### src/rtl/iram_arb.sv
// rtl/iram_arb.sv - single-port IRAM arbiter between IFU fetch and loader/debug port
//
// Purpose: grants one IRAM access per cycle to either the IFU fetch path or the
// loader port, stalls the IFU (pc_wr_en_o) when it loses the RAM, returns NOP
// bubbles on the fetch path and bounds loader bursts to MAX_BURST grants.
//
// Ports:
//   clk_i, rst_i                    clock, synchronous active-high reset
//   halt_i                          debug halt (IFU starved, burst limit ignored)
//   if_addr_i / pc_wr_en_o / if_data_o                 IFU fetch port
//   ldr_req_i, ldr_wr_i, ldr_addr_i, ldr_wdata_i, ldr_wbe_i,
//   ldr_gnt_o, ldr_rvalid_o, ldr_rdata_o               loader port
//   iram_addr_o, iram_wr_en_o, iram_wbe_o, iram_wr_data_o, iram_rd_data_i
//                                   single-port IRAM, 1-cycle synchronous read
module iram_arb #(
    parameter int XLEN      = 32,
    parameter int ADDR_W    = 10,
    parameter int MAX_BURST = 4
) (
    input  logic                clk_i,
    input  logic                rst_i,
    input  logic                halt_i,
    input  logic [XLEN-1:0]     if_addr_i,
    output logic                pc_wr_en_o,
    output logic [XLEN-1:0]     if_data_o,
    input  logic                ldr_req_i,
    input  logic                ldr_wr_i,
    input  logic [XLEN-1:0]     ldr_addr_i,
    input  logic [XLEN-1:0]     ldr_wdata_i,
    input  logic [XLEN/8-1:0]   ldr_wbe_i,
    output logic                ldr_gnt_o,
    output logic                ldr_rvalid_o,
    output logic [XLEN-1:0]     ldr_rdata_o,
    output logic [ADDR_W-1:0]   iram_addr_o,
    output logic                iram_wr_en_o,
    output logic [XLEN/8-1:0]   iram_wbe_o,
    output logic [XLEN-1:0]     iram_wr_data_o,
    input  logic [XLEN-1:0]     iram_rd_data_i
);

    localparam logic [XLEN-1:0] NOP     = XLEN'(32'h0000_0013);
    localparam int              CNT_W   = $clog2(MAX_BURST + 1);
    localparam logic [CNT_W-1:0] CNT_MAX = CNT_W'(MAX_BURST);

    typedef enum logic [1:0] {
        ST_RUN   = 2'd0,
        ST_LDR   = 2'd1,
        ST_YIELD = 2'd2,
        ST_HALT  = 2'd3
    } state_t;

    state_t           state_q, state_d;
    logic [CNT_W-1:0] burst_cnt_q, burst_cnt_d;
    logic             if_owned_q, if_owned_d;
    logic             rd_pend_q, rd_pend_d;
    logic [XLEN-1:0]  rdata_q, rdata_d;

    logic             ifu_own, ldr_own;
    logic             ifu_gnt, ldr_gnt;
    logic             run_arb;

    // Address bits outside the IRAM word index are intentionally ignored.
    logic unused_addr_bits;
    assign unused_addr_bits = ^{if_addr_i[XLEN-1:ADDR_W+2], if_addr_i[1:0],
                                ldr_addr_i[XLEN-1:ADDR_W+2], ldr_addr_i[1:0]};

    // RUN and YIELD arbitrate identically: the forced IFU slot is the cycle
    // that leaves LDR for YIELD, so in YIELD a waiting loader starts a fresh
    // burst immediately. HALT with halt_i released also behaves like RUN.
    assign run_arb = (state_q == ST_RUN) || (state_q == ST_YIELD) ||
                     ((state_q == ST_HALT) && !halt_i);

    always_comb begin
        state_d     = state_q;
        burst_cnt_d = burst_cnt_q;
        ifu_own     = 1'b0;
        ldr_own     = 1'b0;
        if (run_arb) begin
            burst_cnt_d = '0;
            if (ldr_req_i) begin
                ldr_own     = 1'b1;
                burst_cnt_d = CNT_W'(1);
                state_d     = ST_LDR;
            end else if (halt_i) begin
                state_d = ST_HALT;
            end else begin
                ifu_own = 1'b1;
                state_d = ST_RUN;
            end
        end else if (state_q == ST_LDR) begin
            if (ldr_req_i && ((burst_cnt_q < CNT_MAX) || halt_i)) begin
                ldr_own = 1'b1;
                if (burst_cnt_q < CNT_MAX) begin
                    burst_cnt_d = burst_cnt_q + CNT_W'(1);
                end
            end else if (ldr_req_i) begin
                ifu_own     = 1'b1;
                burst_cnt_d = '0;
                state_d     = ST_YIELD;
            end else begin
                burst_cnt_d = '0;
                if (halt_i) begin
                    state_d = ST_HALT;
                end else begin
                    ifu_own = 1'b1;
                    state_d = ST_RUN;
                end
            end
        end else begin
            // HALT with halt_i held: loader served on demand, IFU starved.
            ldr_own     = ldr_req_i;
            burst_cnt_d = '0;
        end
    end

    // Reset masks every grant in the same cycle so no access leaks out while
    // the registers still hold pre-reset state.
    assign ifu_gnt = ifu_own & ~rst_i;
    assign ldr_gnt = ldr_own & ~rst_i;

    assign pc_wr_en_o     = ifu_gnt;
    assign ldr_gnt_o      = ldr_gnt;
    assign iram_addr_o    = ldr_gnt ? ldr_addr_i[ADDR_W+1:2] : if_addr_i[ADDR_W+1:2];
    assign iram_wr_en_o   = ldr_gnt & ldr_wr_i;
    assign iram_wbe_o     = iram_wr_en_o ? ldr_wbe_i : '0;
    assign iram_wr_data_o = iram_wr_en_o ? ldr_wdata_i : '0;

    assign if_data_o    = (if_owned_q && !rst_i) ? iram_rd_data_i : NOP;
    assign ldr_rvalid_o = rd_pend_q & ~rst_i;
    assign ldr_rdata_o  = rst_i     ? '0 :
                          rd_pend_q ? iram_rd_data_i : rdata_q;

    always_comb begin
        if_owned_d = ifu_gnt;
        rd_pend_d  = ldr_gnt & ~ldr_wr_i;
        rdata_d    = rd_pend_q ? iram_rd_data_i : rdata_q;
    end

    always_ff @(posedge clk_i) begin
        if (rst_i) begin
            state_q     <= ST_RUN;
            burst_cnt_q <= '0;
            if_owned_q  <= 1'b0;
            rd_pend_q   <= 1'b0;
            rdata_q     <= '0;
        end else begin
            state_q     <= state_d;
            burst_cnt_q <= burst_cnt_d;
            if_owned_q  <= if_owned_d;
            rd_pend_q   <= rd_pend_d;
            rdata_q     <= rdata_d;
        end
    end

endmodule

### config.mk
export PLATFORM = sky130hd
export DESIGN_NAME = iram_arb
export DESIGN_NICKNAME = d
export VERILOG_FILES = /design/src/rtl/iram_arb.sv
export SDC_FILE = /design/constraint.sdc
export NUM_CORES = 1
export LEC_CHECK = 0
export BUFFER_PORTS_ARGS = -buffer_cell sky130_fd_sc_hd__buf_2
export CAP_MARGIN = 10
export CORE_AREA = 2 2 97 99
export CTS_CLUSTER_DIAMETER = 60
export DETAILED_ROUTE_END_ITERATION = 10
export DIE_AREA = 0 0 99 101
export GPL_ROUTABILITY_DRIVEN = 0
export MAX_ROUTING_LAYER = met4
export PLACE_DENSITY = 0.62
export SLEW_MARGIN = 20
export SYNTH_ARGS = -nofsm -noshare
export SYNTH_HDL_FRONTEND = slang
export SYNTH_SLANG_ARGS = --single-unit
### constraint.sdc
create_clock -name clk_i -period 1.55 [get_ports clk_i]
set_input_delay 0.31 -clock clk_i [delete_from_list [all_inputs] [get_ports clk_i]]
set_output_delay 0.31 -clock clk_i [all_outputs]
set_load 0.05 [all_outputs]
==> flow_summary.ini, run 1 <==
[status]
status = finished with violations
failed_checks = setup timing

[global_route]
antenna_found_initial = 5
grt_max_degree = 38
grt_pass1_wl_um = 15000
overflow = 0
grt_usage_pct = 20.4
grt_pass1_vias = 2798

[min_path]
min_from = ldr_wr_i
worstHoldPathCells = 2
hp-class = input port to flip-flop
hold_path_end = rd_pend_q$_SDFF_PP0_

[final_layout]
utilization_pct = 62.0
num-fill-cells = 669
areaGrowthSynthToFinish_pct = 167
drive_gt1_share_pct = 87.4
num-nets-final = 596

[synth]
yosys.area_share.adder_pct = 0.600
netlist_area_um2 = 2080
async_flop_share_pct = 0
synthTopCellsByCount = and2_1, dfxtp_1, mux2i_1, nor2_1, mux2_4
synth_top_flop_cell = dfxtp_1
synth_area_leaders = dfxtp_1, and2_1, mux2i_1
synth_most_common_cell = and2_1
avgSynthCellArea_um2 = 9.18
syn_nets = 365
synth_compound_area_share_pct = 1.74
synth.distinct_cells = 28
ys_warn_count = 0
synth_top_family_by_area = simple AND/OR/NAND/NOR gates
synth-xor-area-share_pct = 0
synth_top_area_share_pct = 37.5
yosys.area.top_type = dfxtp_1
synthMuxAreaShare_pct = 22.9
synth-seq-cells = 39
seq_area_frac_synth_pct = 37.5
synth-edff-count = 0
syn_inst = 227
yosys.area_share.simple_pct = 33.5

[clock_network]
clock_latency_ps = 290
cts_tree = built
cts_buffers = 5
clk_path_buf_depth = 2
clock-sinks = 39
cts_hold_buf = 0
htree_levels = 2
clockRootBuffer = clkbuf_8
clkTransAtPathRegs_ps = 70

[sta]
tightest_slew_ps = 583
relSlewSlack_pct = 61.1
finalSetupTns_ps = -26710
setup_viol = 113
hold_viol_final = 0
fin_hold_ws_ps = 226
fin_crit_ps = 1990
finClkSkew_ps = 6.50
rsz0062_at_grt = yes
slew_viol_final = 0
max_freq_mhz = 503
min_period_over_period_pct = 128
fin_ws_ps = -438

[detailed_routing]
routedLengthMet1_um = 3270
drtIter0Drc = 30
vias = 2550
drc = 0
met2_length_um = 5810
drt_pre_antenna_iters = 4
totalWireLength_um = 10100
drtAntennaViolNets = 0
dr_wl_met3_um = 708
vias_per_cell = 4.43
detail_route.wl_per_cell_um = 17.5
top_layer = met4

[critical_path]
max_stage_delay_ps = 330
r2r-start = state_q[1]$_SDFFE_PP0P_
critPathLaunchType = flip-flop
critPathKind = flip-flop to output port
path_max_fanout = 37
worstPathArrival_ps = 1680
crit_buf_inv = 3
reg2reg_depth = 8
r2r-end = if_owned_q$_SDFF_PP0_
path_cells = nor4bb_4 > buf_4 > nor3b_4 > buf_12 > and2_2 > buf_6
crit_family = simple AND/OR/NAND/NOR gates
required_ps = 1240
r2r_setup_slack_ps = 210
cp-end-kind = output port
slowest_stage = dfxtp_2

[die]
start_util_pct = 23.2
die_w_um = 99
die_h_um = 101
die_area_um2 = 10000
ios = 251
coreArea_um2 = 8980
rows = 35

[pwr]
powerDensity_nw_per_um2 = 591
power.static_leakage_nw = 2.37
ir_drop_mv = 0.633

[flow_run]
maxCapViolations = 0

[place]
numPortBuffers = 206
post-dp-hpwl_um = 6650
-- kinds of logic after synthesis --
kind of cell / after synthesis
simple gates: 121
mux: 43
flops: 39
buf+inv: 17
compound gates: 6
fa+ha+maj: 1
-- through the flow --
| step | setup WS, ps | area, um^2 | instances | power [mW] |
|---|---|---|---|---|
| CTS | -456 | 5610 | 575 | 3.33 |
| finish | -438 | 5570 | 575 | 3.29 |
| global placement | -276 | 3710 | 545 | 1.93 |
| global route | -519 | 5570 | 575 | 3.43 |
| floorplan | -165 | 2420 | 227 | 1.67 |
| detailed placement | -292 | 3710 | 545 | 1.94 |
-- how the worst max path moves through the flow --
| stage | from | endpoint | cells past startpoint |
|---|---|---|---|
| after floorplan | burst_cnt_q[2]$_SDFFE_PP0P_ | iram_wr_data_o[16] | 5 |
| after global placement | rst_i | iram_addr_o[9] | 6 |
| after detailed placement | halt_i | iram_wr_data_o[9] | 7 |
| after CTS | state_q[0]$_SDFFE_PP0P_ | iram_wr_data_o[9] | 6 |
| after global routing | burst_cnt_q[2]$_SDFFE_PP0P_ | iram_wr_data_o[20] | 6 |
| final | burst_cnt_q[2]$_SDFFE_PP0P_ | iram_wr_data_o[9] | 6 |
-- cells in the final DEF, fill, tap and decap left out, drive strengths merged --
master,instances
a21oi,1
a311oi,1
a31oi,2
and2,65
buf,240
bufinv,2
clkbuf,6
dfxtp,39
diode,5
ha,1
inv,1
mux2,10
mux2i,33
nand2,2
nand2b,5
nand3,2
nand3b,1
nor2,34
nor2b,5
nor3,3
nor3b,2
nor4bb,1
o21ai,2
or2b,1
-- timing repair --
| action | CTS | global route |
|---|---|---|
| setup endpoints to repair | 114 | 114 |
| cloned | 7 | 0 |
| gates resized for setup | 380 | 15 |
| endpoints found under the hold margin | 0 | 0 |
| setup buffers | 15 | 0 |
| pin swaps | 29 | 4 |
-- routing by layer --
metal,GRT usage (%),vias to the layer above
li1,-,1213
met1,19.0,1192
met2,39.7,130
met3,4.92,15
met4,8.11,0
met5,-,-
-- registers in the layout, indices dropped and copies added, names as in the netlist --
signal	flops
rd_pend_q	1
if_owned_q	1
rdata_q	32
state_q	2
burst_cnt_q	3
-- where the power goes --
group          total, mW  internal (mW)  switching [mW]
Combinational       1.22          0.561           0.662
Clock               1.01          0.644           0.363
Sequential          1.06           1.04          0.0268
Total               3.29           2.24            1.05
-- final cells by class --
cell class | count | area, um^2 | area share [%]
diodes | 5 | 12.5 | 0.225
clock buffers | 6 | 72.6 | 1.30
clock inverters | 2 | 60.1 | 1.08
inverters | 1 | 3.75 | 0.0674
multi-input cells | 171 | 2050 | 36.8
flip-flops and latches | 39 | 788 | 14.2
well taps | 111 | 139 | 2.49
repair buffers | 240 | 2440 | 43.9
Power figures use the tool's default switching activity.
==> inputs of run 2 (changes only) <==
- ABC_AREA: not set -> 1
- CORE_AREA: 2 2 97 99 -> 2 2 96 98
- DIE_AREA: 0 0 99 101 -> 0 0 98 100
==> run 2 against run 1 <==
Compared with the run above:
- the run still ends with setup timing left
- hold slack better by 38 ps
- highest routed layer unchanged
- clock skew is 1.6 ps lower
- register-to-register slack worse by 70 ps
- routed wire length is 2.3% lower
- sequential power about the same
- power fell by 0.21%
- global-route usage decreased by 0.77 points
- final area grew 5.8%
- non-clock buffer count is 36 higher
- synthesized cell count up 48%
- count of clock-buffer cells in the layout increased by 1
==> flow_summary.ini, run 2 <==
[synth]
synthTopCellsByCount = inv_1, nor2_1, nand2_1
yosys.area_share.simple_pct = 25.2
synthMuxAreaShare_pct = 0
synth_top_area_share_pct = 38.1
async_flop_share_pct = 0
synth_area_leaders = dfxtp_1, inv_1, nor2_1
syn_nets = 473
avgSynthCellArea_um2 = 6.11
ys_warn_count = 0
synth-edff-count = 0
syn_inst = 335
synth-xor-area-share_pct = 0
synth_top_family_by_area = simple AND/OR/NAND/NOR gates
synth_compound_area_share_pct = 16.7
synth.distinct_cells = 17
yosys.area_share.adder_pct = 0.611
synth-seq-cells = 39
synth_top_flop_cell = dfxtp_1
seq_area_frac_synth_pct = 38.1
yosys.area.top_type = dfxtp_1
netlist_area_um2 = 2050

[die]
start_util_pct = 23.0
rows = 35
die_w_um = 98
coreArea_um2 = 8890
die_h_um = 100
die_area_um2 = 9800
ios = 251

[detailed_routing]
drt_pre_antenna_iters = 4
dr_wl_met3_um = 529
top_layer = met4
drtAntennaViolNets = 0
vias = 3090
drtIter0Drc = 43
detail_route.wl_per_cell_um = 13.8
met2_length_um = 5680
drc = 0
vias_per_cell = 4.34
routedLengthMet1_um = 3460
totalWireLength_um = 9860

[final_layout]
areaGrowthSynthToFinish_pct = 188
num-fill-cells = 694
diodes = 0
final_common_cell = buf_6
largest_reg_flops = 32
regArea_um2 = 790
multiInputGateArea_um2 = 1820
reg.largest.list = rdata_q (32), burst_cnt_q (3), state_q (2)
layout_common_cells = buf_6, buf_2, inv_1
utilization_pct = 66.3
drive_gt1_share_pct = 73.2
num-nets-final = 739
largest-register = rdata_q

[critical_path]
r2r-start = burst_cnt_q[2]$_SDFFE_PP0P_
path_cells = nand2_2 > nor2_4 > nor3_4 > buf_12 > nand2_8 > clkbuf_16 > nor2_4 > buf_6
path_max_fanout = 7
worstPathArrival_ps = 1610
cp-end-kind = output port
crit_family = buffers and inverters
crit_buf_inv = 3
slowest_stage = dfxtp_2
reg2reg_depth = 9
crit_path_frequent_cell = nor2_4
max_stage_delay_ps = 340
critPathLaunchType = flip-flop
r2r_setup_slack_ps = 140
critPathKind = flip-flop to output port
r2r-end = rd_pend_q$_SDFF_PP0_
required_ps = 1240

[sta]
fin_ws_ps = -367
hold_viol_final = 0
fin_hold_ws_ps = 263
slew_viol_final = 0
max_freq_mhz = 522
rsz0062_at_grt = yes
min_period_over_period_pct = 124
relSlewSlack_pct = 82.6
fin_crit_ps = 1920
finalSetupTns_ps = -19780
setup_viol = 82
tightest_slew_ps = 260
finClkSkew_ps = 4.90

[min_path]
min_from = ldr_wr_i
worstHoldPathCells = 2
hp-class = input port to flip-flop
hold_path_end = rd_pend_q$_SDFF_PP0_

[global_route]
grt_max_degree = 21
grt_pass1_wl_um = 15000
overflow = 0
grt_usage_pct = 19.6
grt_pass1_vias = 3166
antenna_found_initial = 0

[clock_network]
clock_latency_ps = 280
htree_levels = 2
cts_buffers = 5
clk_path_buf_depth = 2
clkTransAtPathRegs_ps = 70
cts_tree = built
clockRootBuffer = clkbuf_8
clock-sinks = 39

[pwr]
ir_drop_mv = 0.356
powerDensity_nw_per_um2 = 558
power.static_leakage_nw = 2.81

[flow_run]
maxCapViolations = 0

[status]
status = finished with violations
failed_checks = setup timing

[place]
numPortBuffers = 206
post-dp-hpwl_um = 5950
## run 2: cell type report
class / count / area share [%]
flip-flops and latches: 39 / 13.4
well taps: 111 / 2.36
repair buffers: 276 / 46.2
inverters: 79 / 5.35
clock buffers: 7 / 1.66
multi-input cells: 199 / 30.9
repair inverters: 1 / 0.127
## run 2: how the worst max path moves through the flow
| stage | depth (start not counted) | to | start | slack [ps] |
|---|---|---|---|---|
| floorplan | 6 | iram_wbe_o[0] | state_q[1]$_SDFFE_PP0P_ | -210 |
| global placement | 10 | iram_addr_o[3] | halt_i | -250 |
| detailed placement | 10 | iram_addr_o[8] | halt_i | -260 |
| CTS | 9 | iram_wr_data_o[0] | state_q[1]$_SDFFE_PP0P_ | -370 |
| global route | 8 | iram_wr_data_o[22] | burst_cnt_q[2]$_SDFFE_PP0P_ | -450 |
| finish | 8 | iram_wr_data_o[22] | burst_cnt_q[2]$_SDFFE_PP0P_ | -370 |
## run 2: metrics by stage
stage / setup slack (ps) / instance area, um^2 / total power [mW] / instances
floorplan: -208 / 2730 / 1.83 / 335
CTS: -367 / 5560 / 3.24 / 707
detailed placement: -263 / 4160 / 2.16 / 668
finish: -367 / 5890 / 3.29 / 712
global route: -449 / 5890 / 3.44 / 712
global placement: -254 / 4160 / 2.15 / 668
## run 2: logic make-up after synthesis
group,Yosys count
DFF,39
and+or+nand+nor,130
buffers and inverters,97
AOI/OAI and AO/OA,68
adders and majority gates,1
## run 2: routing by layer
layer  up-vias  global-route usage [%]
met5         -                       -
met4         0                    5.34
met3        16                    3.62
met2       121                    37.7
met1      1426                    20.4
li1       1527                       -
## run 2: power by group
part	switching, mW	leakage, nW	internal [mW]
logic	0.864	2.44	0.603
registers	0.0232	0.321	1.05
clock network	0.337	0.0495	0.407
## run 2: timing repair
action                     4_1_cts  5_1_grt
hold buffers                     0        0
setup endpoints to repair      114      113
pin swaps                       15       21
cloned                           7        2
resized for setup              317       88
buffers inserted                25        8
==> inputs of run 3 (changes only) <==
==> constraint.sdc (replaced) <==
create_clock -name clk_i -period 1.55 [get_ports clk_i]
set_input_delay 0.0775 -clock clk_i [delete_from_list [all_inputs] [get_ports clk_i]]
set_output_delay 0.0775 -clock clk_i [all_outputs]
set_load 0.05 [all_outputs]
==> run 3 against run 2 <==
Compared with the run above:
- the run still ends with setup timing left
- fmax grew 14%
- final area is 26% lower
- first-iteration DRC count is 19% lower
- routed wire length decreased by 19%
- largest power group unchanged
==> flow_summary.ini, run 3 (synthesis results as in run 2) <==
[place]
preCtsSetupSlack_ps = 16.5
post-dp-hpwl_um = 5290
place_area_um2 = 3440
numPortBuffers = 206

[pwr]
seqPwrFrac_pct = 35.0
totalPowerFinal_mw = 3.05
power.static_leakage_nw = 2.40
p_sw_mw = 1.13
powerDensity_nw_per_um2 = 699
clkPwrFrac_pct = 28.8
p_sw_share_pct = 37.0
p_int_mw = 1.92
combPwrFrac_pct = 36.2
ir_drop_mv = 0.369

[critical_path]
r2r_setup_slack_ps = 420
r2r-start = burst_cnt_q[2]$_SDFFE_PP0P_
worstPathArrival_ps = 1610
slowest_stage = dfxtp_4
r2r-end = rd_pend_q$_SDFF_PP0_
critPathKind = flip-flop to output port
reg2reg_depth = 7
path_cells = nand2_4 > nor2_4 > nor3_4 > buf_6 > buf_6 > buf_8 > nand2_1 > nand2_1 > buf_6
crit_path_frequent_cell = buf_6
cp-end-kind = output port
path_max_fanout = 8
max_stage_delay_ps = 360
required_ps = 1470
critPathLaunchType = flip-flop

[clock_network]
htree_levels = 2
clockRootBuffer = clkbuf_8
cts_buffers = 5
clk_path_buf_depth = 2
clkTransAtPathRegs_ps = 90
cts_tree = built
clock_latency_ps = 290
clock-sinks = 39

[sta]
tightest_slew_ps = 341
finClkSkew_ps = 13.5
fin_crit_ps = 1680
hold_viol_final = 0
slew_viol_final = 0
finalSetupTns_ps = -4460
setup_viol = 48
max_freq_mhz = 594
min_period_over_period_pct = 109
rsz0062_at_grt = yes
fin_ws_ps = -133
relSlewSlack_pct = 77.0

[detailed_routing]
vias = 2760
drt_pre_antenna_iters = 4
drc = 0
drtIter0Drc = 35
totalWireLength_um = 7980
drtAntennaViolNets = 0
detail_route.wl_per_cell_um = 12.1
vias_per_cell = 4.18

[die]
coreArea_um2 = 8890
die_h_um = 100
rows = 35
die_area_um2 = 9800
die_w_um = 98
ios = 251
start_util_pct = 23.0

[final_layout]
largest_reg_flops = 32
reg.largest.list = rdata_q (32), burst_cnt_q (3), state_q (2)
largest-register = rdata_q
drive_gt1_share_pct = 56.7
final_common_cell = buf_2
areaGrowthSynthToFinish_pct = 113
fin_area_um2 = 4360
diodes = 0
num-nets-final = 687
layout_common_cells = buf_2, inv_1, nor2_1

[status]
failed_checks = setup timing
status = finished with violations

[global_route]
grt_max_degree = 33
antenna_found_initial = 0
grt_usage_pct = 14.8
grt_pass1_vias = 2562
overflow = 0
grt_pass1_wl_um = 11600

[flow_run]
maxCapViolations = 0

[min_path]
worstHoldPathCells = 3
hp-class = input port to flip-flop
min_from = iram_rd_data_i[31]
hold_path_end = rdata_q[31]$_DFF_P_
==> run 3: critical path, delay by kind of cell (launching register included) <==
family,cells,cell delay (ps)
buf+inv,4,530
flops,1,360
simple gates,5,420
==> run 3: repair_timing <==
| item | in CTS | in global routing |
|---|---|---|
| gates resized for setup | 141 | 46 |
| hold endpoints to repair | 1 | 0 |
| cloned | 4 | 1 |
| hold buffers | 1 | 0 |
| setup endpoints to repair | 61 | 63 |
| setup buffers | 5 | 3 |
| pin swaps | 9 | 7 |
==> run 3: how the worst max path moves through the flow <==
stage / from / endpoint / slack, ps / depth (start not counted)
floorplan: rd_pend_q$_SDFF_PP0_ / rdata_q[18]$_DFF_P_ / -200 / 3
global placement: state_q[1]$_SDFFE_PP0P_ / iram_wbe_o[0] / 60 / 8
detailed placement: state_q[1]$_SDFFE_PP0P_ / iram_wbe_o[0] / 20 / 8
CTS: state_q[1]$_SDFFE_PP0P_ / iram_addr_o[8] / -180 / 10
global route: state_q[1]$_SDFFE_PP0P_ / iram_addr_o[6] / -220 / 10
finish: burst_cnt_q[2]$_SDFFE_PP0P_ / iram_addr_o[6] / -130 / 9
==> run 3: per-layer routing <==
layer  GRT usage [%]  up-vias  share of wire [%]
li1                -     1418                  -
met1            17.2     1220                 39
met2            25.9      110                 53
met3            3.48       12                6.0
met4            3.53        0                1.3
met5               -        -                  0
==> run 3: cell type report <==
cell class                      count  area (um^2)
Sequential cell                    39          791
Timing Repair Buffer              225         1720
Inverter                           79          299
Tap cell                          111          139
Clock buffer                        5         68.8
Fill cell                         846         4530
Clock inverter                      3         46.3
Multi-Input combinational cell    199         1290
==> run 3: metrics by stage <==
stage / hold slack [ps] / util, % / std cells
finish: 52.5 / 49.0 / 661
CTS: 43.8 / 46.7 / 658
global placement: 308 / 38.7 / 641
global route: 42.7 / 49.0 / 661
floorplan: 147 / - / 335
detailed placement: 300 / 38.7 / 641
==> run 3: power groups by stage <==
stage          clock network [mW]  registers, mW  logic (mW)
6_report                    0.878           1.06        1.10
5_1_grt                     0.956           1.07        1.17
4_1_cts                     0.914           1.07        1.05
3_5_place_dp                    0           1.09       0.898
3_3_place_gp                    0           1.09       0.890
2_1_floorplan                   0           1.08       0.632
